$ cat src/rtl/fifo_uart_tx.sv
// fifo_uart_tx: pops bytes from a FIFO and sends them LSB first on a UART line (8N1 / 8N2).
// Optional feature macro FIFO_TX_PARITY_EN adds an even-parity bit after the data bits.
module fifo_uart_tx #(
  parameter int CLKS_PER_BIT = 434,
  parameter int STOP_BITS    = 1
) (
  input  logic       clk,
  input  logic       rst_n,
  input  logic       tx_en,
  input  logic [7:0] fifo_dout,
  input  logic       fifo_empty,
  output logic       fifo_rd,
  output logic       tx,
  output logic       busy,
  output logic       frame_done
);

  localparam int               CNT_W     = $clog2(CLKS_PER_BIT);
  localparam logic [CNT_W-1:0] CNT_LAST  = CNT_W'(CLKS_PER_BIT - 1);
  localparam logic [CNT_W-1:0] CNT_ONE   = CNT_W'(1);
  localparam logic             STOP_LAST = (STOP_BITS == 2) ? 1'b1 : 1'b0;

`ifdef FIFO_TX_PARITY_EN
  typedef enum logic [2:0] {
    ST_IDLE   = 3'd0,
    ST_START  = 3'd1,
    ST_DATA   = 3'd2,
    ST_PARITY = 3'd3,
    ST_STOP   = 3'd4
  } state_t;

  function automatic logic even_parity(input logic [7:0] data);
    return ^data;
  endfunction
`else
  typedef enum logic [2:0] {
    ST_IDLE  = 3'd0,
    ST_START = 3'd1,
    ST_DATA  = 3'd2,
    ST_STOP  = 3'd4
  } state_t;
`endif

  state_t           state_r;
  logic [CNT_W-1:0] baud_cnt_r;
  logic [2:0]       bit_idx_r;
  logic             stop_cnt_r;
  logic [7:0]       shift_r;
  logic             tx_r;
  logic             busy_r;
  logic             fifo_rd_r;
  logic             frame_done_r;
  logic             bit_end_s;
`ifdef FIFO_TX_PARITY_EN
  logic             parity_r;
`endif

  assign bit_end_s  = (baud_cnt_r == CNT_LAST);
  assign fifo_rd    = fifo_rd_r;
  assign tx         = tx_r;
  assign busy       = busy_r;
  assign frame_done = frame_done_r;

  // Frame sequencer: state, bit timing, shifter and every registered output
  always_ff @(posedge clk or negedge rst_n) begin
    if (!rst_n) begin
      state_r      <= ST_IDLE;
      baud_cnt_r   <= '0;
      bit_idx_r    <= 3'd0;
      stop_cnt_r   <= 1'b0;
      shift_r      <= 8'h00;
      tx_r         <= 1'b1;
      busy_r       <= 1'b0;
      fifo_rd_r    <= 1'b0;
      frame_done_r <= 1'b0;
`ifdef FIFO_TX_PARITY_EN
      parity_r     <= 1'b0;
`endif
    end else begin
      fifo_rd_r    <= 1'b0;
      frame_done_r <= 1'b0;
      case (state_r)
        ST_IDLE: begin
          baud_cnt_r <= '0;
          bit_idx_r  <= 3'd0;
          stop_cnt_r <= 1'b0;
          if (tx_en && !fifo_empty) begin
            // The pop strobe rides along with the capture, so the FIFO advances once per frame
            shift_r   <= fifo_dout;
`ifdef FIFO_TX_PARITY_EN
            parity_r  <= even_parity(fifo_dout);
`endif
            state_r   <= ST_START;
            tx_r      <= 1'b0;
            busy_r    <= 1'b1;
            fifo_rd_r <= 1'b1;
          end else begin
            tx_r   <= 1'b1;
            busy_r <= 1'b0;
          end
        end

        ST_START: begin
          if (bit_end_s) begin
            baud_cnt_r <= '0;
            state_r    <= ST_DATA;
            tx_r       <= shift_r[0];
          end else begin
            baud_cnt_r <= baud_cnt_r + CNT_ONE;
          end
        end

        ST_DATA: begin
          if (bit_end_s) begin
            baud_cnt_r <= '0;
            if (bit_idx_r == 3'd7) begin
              bit_idx_r <= 3'd0;
`ifdef FIFO_TX_PARITY_EN
              state_r   <= ST_PARITY;
              tx_r      <= parity_r;
`else
              state_r   <= ST_STOP;
              tx_r      <= 1'b1;
`endif
            end else begin
              // tx is registered, so drive the bit that becomes the LSB after this shift
              bit_idx_r <= bit_idx_r + 3'd1;
              shift_r   <= {1'b0, shift_r[7:1]};
              tx_r      <= shift_r[1];
            end
          end else begin
            baud_cnt_r <= baud_cnt_r + CNT_ONE;
          end
        end

`ifdef FIFO_TX_PARITY_EN
        ST_PARITY: begin
          if (bit_end_s) begin
            baud_cnt_r <= '0;
            state_r    <= ST_STOP;
            tx_r       <= 1'b1;
          end else begin
            baud_cnt_r <= baud_cnt_r + CNT_ONE;
          end
        end
`endif

        ST_STOP: begin
          tx_r <= 1'b1;
          if (bit_end_s) begin
            baud_cnt_r <= '0;
            if (stop_cnt_r == STOP_LAST) begin
              stop_cnt_r   <= 1'b0;
              state_r      <= ST_IDLE;
              busy_r       <= 1'b0;
              frame_done_r <= 1'b1;
            end else begin
              stop_cnt_r <= stop_cnt_r + 1'b1;
            end
          end else begin
            baud_cnt_r <= baud_cnt_r + CNT_ONE;
          end
        end

        default: begin
          state_r    <= ST_IDLE;
          baud_cnt_r <= '0;
          bit_idx_r  <= 3'd0;
          stop_cnt_r <= 1'b0;
          tx_r       <= 1'b1;
          busy_r     <= 1'b0;
        end
      endcase
    end
  end

endmodule

$ cat config.mk
export PLATFORM = sky130hd
export DESIGN_NAME = fifo_uart_tx
export DESIGN_NICKNAME = d
export VERILOG_FILES = /design/src/rtl/fifo_uart_tx.sv
export SDC_FILE = /design/constraint.sdc
export NUM_CORES = 1
export LEC_CHECK = 0
export ABC_AREA = 1
export ABC_CLOCK_PERIOD_IN_PS = 1500
export CORE_AREA = 2 2 61 63
export DETAILED_ROUTE_END_ITERATION = 10
export DIE_AREA = 0 0 63 65
export SETUP_SLACK_MARGIN = 0.02
export SLEW_MARGIN = 10
export SYNTH_ARGS = -nofsm -noshare
export SYNTH_HDL_FRONTEND = slang
export SYNTH_SLANG_ARGS = --single-unit
$ cat constraint.sdc
create_clock -name clk -period 1.5 [get_ports clk]
set_input_delay 0.3 -clock clk [delete_from_list [all_inputs] [get_ports clk]]
set_output_delay 0.3 -clock clk [all_outputs]
set_load 0.01 [all_outputs]
After elaboration in Yosys (flattened, before gate mapping)
Cells that the tools add are included.
Storage, ports and cells
  flip-flop bits (word level): 28
  input bits: 12
  word-level logic and storage cells: 71
Operators by class
  add/subtract/negate cells: 3
  equality and inequality tests: 12
  mux-type cells: 32
  bitwise logic cells: 2
  reductions and logical operators: 13
Operators with widths (count)
  two-way mux 3 bit: 8
  two-way mux 8 bit: 3
  two-way mux 9 bit: 2
  one-hot mux 8 bit (2 select lines): 1
  inequality test 2 bit, second input constant: 7
  two-way mux 1 bit: 13
  one-hot mux 3 bit (4 select lines): 1
  adder 9 x 1 -> 9 bit, second input constant: 1
  equality test 9 bit, second input constant: 1
  equality test 3 bit, second input constant: 2
  one-hot mux 1 bit (3 select lines): 2
  one-hot mux 3 bit (2 select lines): 1
  AND reduction 2 bit: 3
  AND reduction 6 bit: 1
  AND reduction 4 bit: 1
  OR reduction 2 bit: 2
  adder 3 x 1 -> 3 bit, second input constant: 1
  equality test 3 x 1 -> 1 bit, second input constant: 1
  equality test 3 x 2 -> 1 bit, second input constant: 1
  zero test 3 bit: 1
  AND reduction 3 bit: 1
  OR reduction 3 bit: 1
  NOT 1 bit: 2
  one-hot mux 1 bit (2 select lines): 1
  4 further kinds: 4

Longest topological paths before layout
Gate-level depths: netlist of run 1.
  depth after elaboration: 4
  depth in mapped cells: 9
  depth with buffers taken out: 9

Worst setup path before layout of run 1
Ideal clock, no wire load.
  path kind: register to register
  start: register bit_idx_r[0]
  end: register shift_r[2]
  setup time: 0.116 ns
  arrival time: 1.201 ns
  data required time: 1.384 ns
  setup slack: 0.183 ns
  stages on the path, launching flop included: 9
  buffers on the path: 0
  clock period less this slack: 1.317 ns
  cell sequence: dfrtp_1 -> ha_1 -> ha_1 -> inv_1 -> nand3_2 -> nand2_4 -> nand2_4 -> nand2_1 -> nand2_1
Between the ends
  word-level cells in the longest chain between the ends: 3
Ends and longest elaborated chain
  start, declared: RTL line 46  | logic [2:0] bit_idx_r;
  start signal, assigned: RTL line 127  | bit_idx_r <= bit_idx_r + 3'd1;
  equality test 3 bit: RTL line 116  | if (bit_idx_r == 3'd7) begin
  inequality test 2 bit (no source line)
  AND reduction 4 bit (no source line)
  end signal, assigned: RTL line 89  | shift_r <= fifo_dout;
  end signal, assigned: RTL line 128  | shift_r <= {1'b0, shift_r[7:1]};
  end, declared: RTL line 48  | logic [7:0] shift_r;
Every way passes these cells.
A chain may end at the register's enable or synchronous reset.

Final worst setup path of run 1
  start: register tx_r (netlist: tx)
  end: output tx
RTL lines
  start, declared: RTL line 49  | logic tx_r;
  start signal, assigned: RTL line 107  | tx_r <= shift_r[0];
  start signal, assigned: RTL line 129  | tx_r <= shift_r[1];
  end, declared: RTL line 13  | output logic tx,
No word-level cell between the ends.

==> flow_summary.toml, run 1 <==
[status]
outcome = "complete, no violations"

[timing]
max_freq_ghz = 0.707
finalSetupTns_ps = 0
setup_viol = 0
rsz0062_at_grt = "false"
fin_crit_sh_pct = 94.3
min_period_ps = 1410
hold_viol_final = 0
finalMaxSlewViolations = 0
worstMarginPinSlew_ps = 403
relSlewSlack_pct = 72.9
clock_skew_ps = 6.44

[synth]
ys_seq_area_share_pct = 44.8
yosysTopAreaCellShare_pct = 43.0
synth_top_family_by_area = "simple AND/OR/NAND/NOR gates"
yosysWarnings = 0
netlist_top_cells_area = "dfrtp_1 43%, nand2_1 17%, nand3_1 6.0%"
synth_seq_cells = 27
synth_compound_area_share_pct = 1.32
synthSimpleGateAreaFrac_pct = 41.4
synth_fa_ha_area_share_pct = 3.31
synth.distinct_cells = 27
synth_top_cell_by_area = "dfrtp_1"
syn-cell-area_um2 = 1510
synthMuxAreaShare_pct = 0
syn_inst = 181
synth_xor_area_share_pct = 1.74
syn-num-nets = 197
avgSynthCellArea_um2 = 8.35

[floorplan]
coreArea_um2 = 3500
start_util_pct = 43.2
placementRows = 22
io_pins = 16
die_h_um = 65
fp.dieW_um = 63
die_area_um2 = 4100

[placed_design]
dp_cells = 244
routabilityCongestion = 0.792
dp_hpwl_mm = 2.21
port-buffer-count = 15

[clock_tree]
path_clk_slew_ps = 150
root_buffer = "clkbuf_4"
clkLatencyLatePin_ps = 330
numCtsBuffers = 3
cts_tree = "done"
cts_sinks = 27
htreeDepth = 1
clockBufferDepth = 2

[detailed_routing]
drt_first_pass_iters = 4
dr.first_iter.drc_count = 42
via_count = 1254
drt-wirelength-per-cell_um = 11.8
ant_nets = 0
routed_via_density = 4.94
drc_errors = 0
routed_wl_mm = 3.01

[worst_setup_path]
critical_path_class = "register to output pin"
path_depth = 1
crit_slowest_cell = "dfstp_2"
reg2regPathDepth = 8
slowest_delay_ps = 560
arrival_ps = 1110
critical_path_peak_fanout = 2
end_kind = "output pin"
start_kind = "register"
cp_cell_sequence = "clkdlybuf4s15_1"
worstPathRequired_ps = 1200
path_buf_inv = 1
cpLargestDelayFamily = "flip-flops"

[grt]
grt_pass1_wl_mm = 5.27
grt.overflow.total = 0
grt_pass1_vias = 1234
track_usage_pct = 16.2
grt_start_max_net_pins = 16
antenna_found_initial = 0

[power]
powerDensity_nw_per_um2 = 1450
p_leak_uw = 0.000956
ir_drop_mv = 0.632

[layout]
n_antenna_cell = 0
layout-drive-gt1-share_pct = 20.9
finalNonFillerCells = 254
nFillCells = 346
multiInputGateArea_um2 = 768
fin_nets = 223
syn_to_final_growth_pct = 20.1
register_area_um2 = 677

[min_path]
worstHoldPathType = "input port to async pin"

[job]
maxCapViolCount = 0
## routing by layer
metal / wire length (µm) / global-route usage, % / vias up
met3: 115 / 2.60 / 9
met2: 1570 / 29.9 / 27
met1: 1230 / 18.1 / 597
met4: 86 / 8.06 / 0
met5: 0 / 0 / -
li1: - / - / 621
## path summary, 6_finish.rpt
| path | startpoint | slack (ps) | end |
|---|---|---|---|
| max in group asynchronous | rst_n | 960 | tx |
| min in group clk | shift_r[0] | 490 | shift_r[0] |
| worst max register to register | bit_idx_r[0] | 100 | shift_r[2] |
| worst min-delay path | rst_n | 280 | baud_cnt_r[2] |
| worst max-delay path | tx | 90 | tx |
| worst min register to register | shift_r[0] | 490 | shift_r[0] |
## sequential cells by signal (all words and copies together), names as in the netlist
| register | count |
|---|---|
| bit_idx_r | 3 |
| frame_done | 1 |
| baud_cnt_r | 9 |
| tx | 1 |
| fifo_rd | 1 |
| state_r | 3 |
| shift_r | 8 |
| busy | 1 |
## metrics by stage
stage | hold WS, ps | setup WS, ps | utilization [%] | area (µm²) | power [µW]
floorplan | 4.41 | 183 | - | 1510 | 1980
global placement | 456 | 67.1 | 48.8 | 1710 | 2220
CTS | 277 | 22.5 | 49.4 | 1730 | 2560
global route | 280 | 10.3 | 51.9 | 1820 | 2890
finish | 277 | 85.6 | 51.9 | 1820 | 2630
detailed placement | 463 | 39.6 | 48.8 | 1710 | 2260
## cell type report
class,instances,share of cell area [%]
Timing Repair Buffer,22,11.2
Sequential cell,27,37.3
Multi-Input combinational cell,134,42.3
Clock buffer,4,1.45
Tap cell,48,3.31
Inverter,19,4.48
## synthesized netlist by cell type
cell / count
nand3b_4: 1
dfstp_2: 1
nand2_2: 3
nor2_1: 12
nand3_2: 3
buf_6: 1
nand3b_1: 2
nor3_1: 1
nand2_8: 1
a21oi_1: 3
dfrtp_1: 26
inv_2: 5
o21ai_1: 1
nand4_1: 2
nand2_1: 68
nor2_2: 4
inv_1: 12
xnor2_1: 1
nor3b_2: 1
ha_1: 4
xor2_1: 2
nand4_4: 1
buf_12: 1
nand3_1: 18
nand2_4: 4
nor3_2: 1
inv_6: 2
## logic make-up (layout without fill, tap and decap cells)
logic type / after synthesis / in the layout
AO/OA/AOI/OAI: 4 / 4
AND/OR/NAND/NOR: 122 / 123
XOR/XNOR: 3 / 3
flip-flops: 27 / 27
adder cells (fa/ha/maj): 4 / 4
buffers and inverters: 21 / 45
## report_power, final
part / internal, µW / total [µW] / switching, µW
Sequential: 932 / 1080 / 150
Clock: 105 / 324 / 219
Combinational: 455 / 1230 / 771
Total: 1490 / 2630 / 1140
## repair_timing
| item | 4_1_cts | 5_1_grt |
|---|---|---|
| endpoints found under the setup margin | 4 | 17 |
| setup buffers | 0 | 5 |
| gates resized for setup | 4 | 10 |
| hold buffers | 0 | 0 |
| pin swaps | 0 | 3 |
| cloned | 0 | 1 |
## placed cells by master, fill, tap and decap left out, drive strengths merged, types with 4 or more instances in the layout
master         synthesis  final
ha                     4      4
clkbuf                 0      4
buf                    2      7
nand3                 21     21
dfrtp                 26     26
nor2                  16     16
nand2                 76     77
clkdlybuf4s50          0     11
inv                   19     19
Note: power is estimated with default switching activity, not from simulation.
==> inputs of run 2 (changes only) <==
- ABC_CLOCK_PERIOD_IN_PS: 1500 -> default
==> results of run 2 <==
No change in the layout: final DEF, timing and power equal those of run 1.
